`src/rtl/fsm_step_ctrl.sv`:
```
// Sequencing controller for the table-driven Moore FSMs: single-step, free-run
// and run-N advance enables, state-load pulses and a state breakpoint.
module fsm_step_ctrl #(
  parameter int STATE_W = 3,
  parameter int DIV_W   = 16,
  parameter int CNT_W   = 8
) (
  input  logic               clk,
  input  logic               reset,
  input  logic               step_btn,
  input  logic               run_btn,
  input  logic               runn_btn,
  input  logic               halt_btn,
  input  logic               load_btn,
  input  logic [STATE_W-1:0] load_value,
  input  logic [DIV_W-1:0]   period,
  input  logic [CNT_W-1:0]   n_steps,
  input  logic               bp_en,
  input  logic [STATE_W-1:0] bp_state,
  input  logic [STATE_W-1:0] fsm_state,
  output logic               ctrl_en,
  output logic               load_en,
  output logic [STATE_W-1:0] load_state,
  output logic [1:0]         mode,
  output logic [CNT_W-1:0]   step_count,
  output logic               bp_hit
);

  typedef enum logic [1:0] {
    MODE_HALT  = 2'd0,
    MODE_RUN   = 2'd1,
    MODE_RUN_N = 2'd2
  } mode_t;

  mode_t              mode_q, mode_d;
  logic               ctrl_en_q, ctrl_en_d;
  logic               load_en_q, load_en_d;
  logic [STATE_W-1:0] load_state_q, load_state_d;
  logic [CNT_W-1:0]   step_count_q, step_count_d;
  logic               bp_hit_q, bp_hit_d;
  logic [DIV_W-1:0]   div_q, div_d;
  logic [DIV_W-1:0]   per_q, per_d;
  logic [CNT_W-1:0]   rem_q, rem_d;
  logic               pulse_prev_q, pulse_prev_d;
  logic               armed_q, armed_d;
  logic [4:0]         btn_prev_q, btn_prev_d;

  logic [4:0]       btn_vec;
  logic [4:0]       btn_edge;
  logic             step_e, run_e, runn_e, halt_e, load_e;
  logic [DIV_W-1:0] p_eff;
  logic             div_last;
  logic             bp_trip;
  logic             pulse;

  assign btn_vec = {load_btn, halt_btn, runn_btn, run_btn, step_btn};
  // Edges are masked for the first cycle out of reset so a button already
  // held at release only primes its history register.
  assign btn_edge = btn_vec & ~btn_prev_q & {5{armed_q}};
  assign step_e   = btn_edge[0];
  assign run_e    = btn_edge[1];
  assign runn_e   = btn_edge[2];
  assign halt_e   = btn_edge[3];
  assign load_e   = btn_edge[4];

  assign p_eff    = (period < DIV_W'(2)) ? DIV_W'(2) : period;
  assign div_last = (div_q >= (per_q - DIV_W'(1)));
  // fsm_state already reflects the advance made by last cycle's pulse.
  assign bp_trip  = pulse_prev_q & bp_en & (fsm_state == bp_state);

  always_comb begin
    mode_d       = mode_q;
    ctrl_en_d    = 1'b0;
    load_en_d    = 1'b0;
    load_state_d = load_state_q;
    step_count_d = step_count_q;
    bp_hit_d     = bp_hit_q;
    div_d        = div_q;
    per_d        = per_q;
    rem_d        = rem_q;
    pulse_prev_d = ctrl_en_q;
    armed_d      = 1'b1;
    btn_prev_d   = btn_vec;
    pulse        = 1'b0;

    if (halt_e) begin
      mode_d   = MODE_HALT;
      div_d    = '0;
      bp_hit_d = bp_hit_q | bp_trip;
    end else if (load_e) begin
      load_en_d    = 1'b1;
      load_state_d = load_value;
      mode_d       = MODE_HALT;
      step_count_d = '0;
      div_d        = '0;
    end else if (bp_trip) begin
      mode_d   = MODE_HALT;
      bp_hit_d = 1'b1;
      div_d    = '0;
    end else begin
      case (mode_q)
        MODE_HALT: begin
          if (step_e) begin
            pulse    = ~ctrl_en_q;
            bp_hit_d = 1'b0;
          end else if (run_e) begin
            mode_d   = MODE_RUN;
            div_d    = '0;
            per_d    = p_eff;
            bp_hit_d = 1'b0;
          end else if (runn_e) begin
            bp_hit_d = 1'b0;
            if (n_steps != '0) begin
              mode_d = MODE_RUN_N;
              rem_d  = n_steps;
              div_d  = '0;
              per_d  = p_eff;
            end
          end
        end
        MODE_RUN, MODE_RUN_N: begin
          if (div_q == '0) begin
            pulse = 1'b1;
            // The period is re-latched only here, so a change lands at the wrap.
            per_d = p_eff;
            div_d = DIV_W'(1);
            if (mode_q == MODE_RUN_N) begin
              rem_d = rem_q - CNT_W'(1);
              if (rem_q == CNT_W'(1)) begin
                mode_d = MODE_HALT;
                div_d  = '0;
              end
            end
          end else if (div_last) begin
            div_d = '0;
          end else begin
            div_d = div_q + DIV_W'(1);
          end
        end
        default: mode_d = MODE_HALT;
      endcase
    end

    ctrl_en_d = pulse;
    if (pulse) begin
      step_count_d = step_count_q + CNT_W'(1);
    end
  end

  always_ff @(posedge clk) begin
    if (reset) begin
      mode_q       <= MODE_HALT;
      ctrl_en_q    <= 1'b0;
      load_en_q    <= 1'b0;
      load_state_q <= '0;
      step_count_q <= '0;
      bp_hit_q     <= 1'b0;
      div_q        <= '0;
      per_q        <= '0;
      rem_q        <= '0;
      pulse_prev_q <= 1'b0;
      armed_q      <= 1'b0;
      btn_prev_q   <= '0;
    end else begin
      mode_q       <= mode_d;
      ctrl_en_q    <= ctrl_en_d;
      load_en_q    <= load_en_d;
      load_state_q <= load_state_d;
      step_count_q <= step_count_d;
      bp_hit_q     <= bp_hit_d;
      div_q        <= div_d;
      per_q        <= per_d;
      rem_q        <= rem_d;
      pulse_prev_q <= pulse_prev_d;
      armed_q      <= armed_d;
      btn_prev_q   <= btn_prev_d;
    end
  end

  assign ctrl_en    = ctrl_en_q;
  assign load_en    = load_en_q;
  assign load_state = load_state_q;
  assign mode       = mode_q;
  assign step_count = step_count_q;
  assign bp_hit     = bp_hit_q;

endmodule

```
`config.mk`:
```
export PLATFORM = sky130hd
export DESIGN_NAME = fsm_step_ctrl
export DESIGN_NICKNAME = d
export VERILOG_FILES = /design/src/rtl/fsm_step_ctrl.sv
export SDC_FILE = /design/constraint.sdc
export NUM_CORES = 1
export LEC_CHECK = 0
export CORE_ASPECT_RATIO = 0.75
export CORE_MARGIN = 3
export CORE_UTILIZATION = 40
export DETAILED_ROUTE_END_ITERATION = 10
export DONT_BUFFER_PORTS = 1
export GPL_TIMING_DRIVEN = 0
export PLACE_DENSITY_LB_ADDON = 0.1
export SLEW_MARGIN = 30
export SYNTH_ARGS = -nofsm -noshare
export SYNTH_HDL_FRONTEND = slang
export SYNTH_SLANG_ARGS = --single-unit
```
`constraint.sdc`:
```
create_clock -name clk -period 4.2 [get_ports clk]
set_clock_uncertainty 0.1 [all_clocks]
set_input_delay 1.05 -clock clk [delete_from_list [all_inputs] [get_ports clk]]
set_output_delay 1.05 -clock clk [all_outputs]
set_load 0.02 [all_outputs]
```
==> run_results.csv <==
group,metric,value,unit
floorplan,rows,29,
synthesis,synth_cells,432,
synthesis,synth_top_cell_by_area,"dfxtp_1",
finish,final_cell_mix,"63 x nor2_1, 63 x dfxtp_1, 33 x nand2_1",
synthesis,yosysTopAreaCellShare,0.3450,
finish,nFillCells,825,
floorplan,die_area,10340,µm²
finish,nets,511,
synthesis,synth_area_leaders,"dfxtp_1 34%, ha_1 9.2%, nor2_1 6.5%",
clock_network,cts_tree,"done",
synthesis,synth.avg_cell_area,8.463,µm²
power_and_ir_drop,leakage,1.584,nW
finish,layout-drive-gt1-share,0.08520,
synthesis,ys.flop_type,"dfxtp_1",
grt,grt_pass1_wl,14750,µm
timing,layout_setup_ws,0.3680,ns
timing,slew_headroom,0.4594,
clock_network,path_clk_slew,0.05,ns
floorplan,die_h,88.80,µm
grt,grt_pass1_vias,2956,
synthesis,synth-edff-count,0,
synthesis,synth-async-reset-ratio,0,
drt,drc,0,
clock_network,clockBufferDepth,2,
drt,postRouteAntennaNets,0,
timing,max_freq,261.0,MHz
clock_network,cts_sinks,63,
synthesis,seq_area_frac_synth,0.3450,
run,maxCapViolations,0,
finish,n_antenna_cell,0,
clock_network,ctsHoldBuffers,0,
synthesis,ys_seq_elements,63,
run_status,run_status,"finished clean",
worst_setup_path,critPathRequiredTime,4.31,ns
worst_setup_path,critPathArrivalTime,3.94,ns
clock_network,insertion_delay,0.33,ns
synthesis,ys_warn_count,0,
grt,track_usage,0.1836,
finish,syn_to_final_growth,11.53,%
clock_network,cts_resized,0,
drt,via_per_inst,5.540,
place,hpwl,6827,µm
timing,slew_violations,0,
floorplan,io_pins,57,
place,port_buffers,0,
power_and_ir_drop,pwr_density_cell,440.8,nW/µm²
timing,finalSetupViolations,0,
clock_network,cts_made_buffers,9,
drt,wl,8934,µm
synthesis,syn_area,3656,µm²
drt,detail_route.iter0.violations,170,
clock_network,h-tree-depth,3,
synthesis,synth_nets,500,
drt,first_pass_iters,4,
power_and_ir_drop,vdd_drop_max,0.2275,mV
worst_setup_path,worstSetupPathType,"reg2reg",
floorplan,initial_core_util,0.4216,
synthesis,synth_cell_types,54,
drt,avgRoutedWirePerCell,16.13,µm
worst_setup_path,end_kind,"flop",
finish,fin_util,0.4702,
grt,antenna_found_initial,0,
timing,fin_setup_tns,0,ns
drt,vias,3069,
grt,grt.overflow.total,0,
timing,finalHoldViolations,0,
place,place.gp.congestion,0.8705,
floorplan,core_area,8672,µm²
clock_network,cts_setup_buffers,0,
timing,finalCritPeriodShare,0.9124,
clock_network,cts-root-buf,"clkbuf_16",
worst_hold_path,hold_path_class,"reg2reg",
grt,grt_max_degree,11,
timing,worst_pin_slew,0.7904,ns
worst_setup_path,critPathLaunchType,"flop",
worst_setup_path,worstPathMaxFanout,10,
timing,rsz0062_at_grt,"false",
floorplan,fp.dieW,116.4,µm
timing,fin_crit,3.832,ns
place,place_ws,0.3596,ns
## critical path: stages, from the launching register on
cell	delay, ns
dfxtp_1	0.38
or4_1	0.57
or3_1	0.42
nor3_1	0.20
xnor2_1	0.10
ha_1	0.30
nand4_1	0.11
or2_2	0.32
a2111oi_0	0.64
o31ai_1	0.14
nand2b_1	0.15
buf_2	0.23
nor2_1	0.07
## power breakdown
group | switching, W | total (W) | internal (W) | leakage [nW]
logic | 0.000223 | 0.000397 | 0.000173 | 0.931
registers | 0.0000423 | 0.000672 | 0.000630 | 0.513
clock network | 0.000262 | 0.000728 | 0.000466 | 0.140
## sequential cells by signal, indices dropped and copies added, names as in the netlist
name / flops
ctrl_en: 1
load_en: 1
div_q: 16
rem_q: 8
mode: 2
pulse_prev_q: 1
bp_hit: 1
step_count: 8
per_q: 16
armed_q: 1
load_state: 3
btn_prev_q: 5
## final cells by class
type / count / area [µm²] / share of cell area
buffer: 11 / 66.31 / 0.01626
clock inverter: 4 / 47.55 / 0.01166
multi-input combinational: 343 / 2272 / 0.5572
inverter: 15 / 56.30 / 0.01381
clock buffer: 10 / 239.0 / 0.05861
sequential: 63 / 1261 / 0.3093
tap: 108 / 135.1 / 0.03314
## per-stage QoR
step	cells	power (W)	area, µm²	hold WS [ns]
after floorplan	432	0.0009947	3656	0.3609
after global placement	540	0.001073	3791	0.3747
after detailed placement	540	0.001082	3791	0.3809
after CTS	554	0.001815	4078	0.3880
after global routing	554	0.001908	4078	0.4045
final	554	0.001798	4078	0.3872
## layer usage
metal / wire length, µm / up-vias / share of wire / track usage
met4: 53 / 0 / 0.0059 / 0.05374
li1: - / 1560 / - / -
met5: 0 / - / 0 / 0
met2: 3754 / 70 / 0.42 / 0.2601
met3: 529 / 4 / 0.059 / 0.05742
met1: 4598 / 1435 / 0.51 / 0.2658
## cell usage after synthesis (3+ instances only)
| cell | instances |
|---|---|
| clkbuf_1 | 6 |
| nand2_1 | 33 |
| a211oi_1 | 4 |
| nand4_1 | 9 |
| mux2i_1 | 17 |
| dfxtp_1 | 63 |
| or3_1 | 4 |
| or2_2 | 5 |
| nand3_1 | 17 |
| nor2_1 | 63 |
| nand3b_1 | 3 |
| nor3_1 | 14 |
| inv_1 | 15 |
| nand2b_1 | 4 |
| xor2_1 | 16 |
| ha_1 | 27 |
| nor4_1 | 12 |
| and3_1 | 9 |
| a21oi_1 | 25 |
| buf_6 | 3 |
| xnor2_1 | 17 |
| a21o_1 | 3 |
| o21ai_0 | 11 |
| nor2b_1 | 9 |
| nor4b_1 | 3 |
## path summary, 6_finish.rpt
| path | startpoint | to | slack [ns] | cells past startpoint |
|---|---|---|---|---|
| setup / recovery | per_q[6] | div_q[7] | 0.37 | 12 |
| hold / removal | rem_q[7] | rem_q[7] | 0.39 | 2 |
| setup reg to reg | per_q[6] | div_q[7] | 0.37 | 12 |
| hold reg to reg | rem_q[7] | rem_q[7] | 0.39 | 2 |
## cell families (layout without fill, tap and decap cells)
kind of cell | Yosys count | after routing | synth area share
and+or+nand+nor | 203 | 203 | 0.2885
DFF | 63 | 63 | 0.3450
AOI/OAI and AO/OA | 61 | 61 | 0.1078
xor gates and xnor gates | 33 | 33 | 0.07905
adders and majority gates | 27 | 27 | 0.09240
buffers and inverters | 26 | 40 | 0.03354
muxes | 19 | 19 | 0.05373
(Power assumes the default switching activity.)
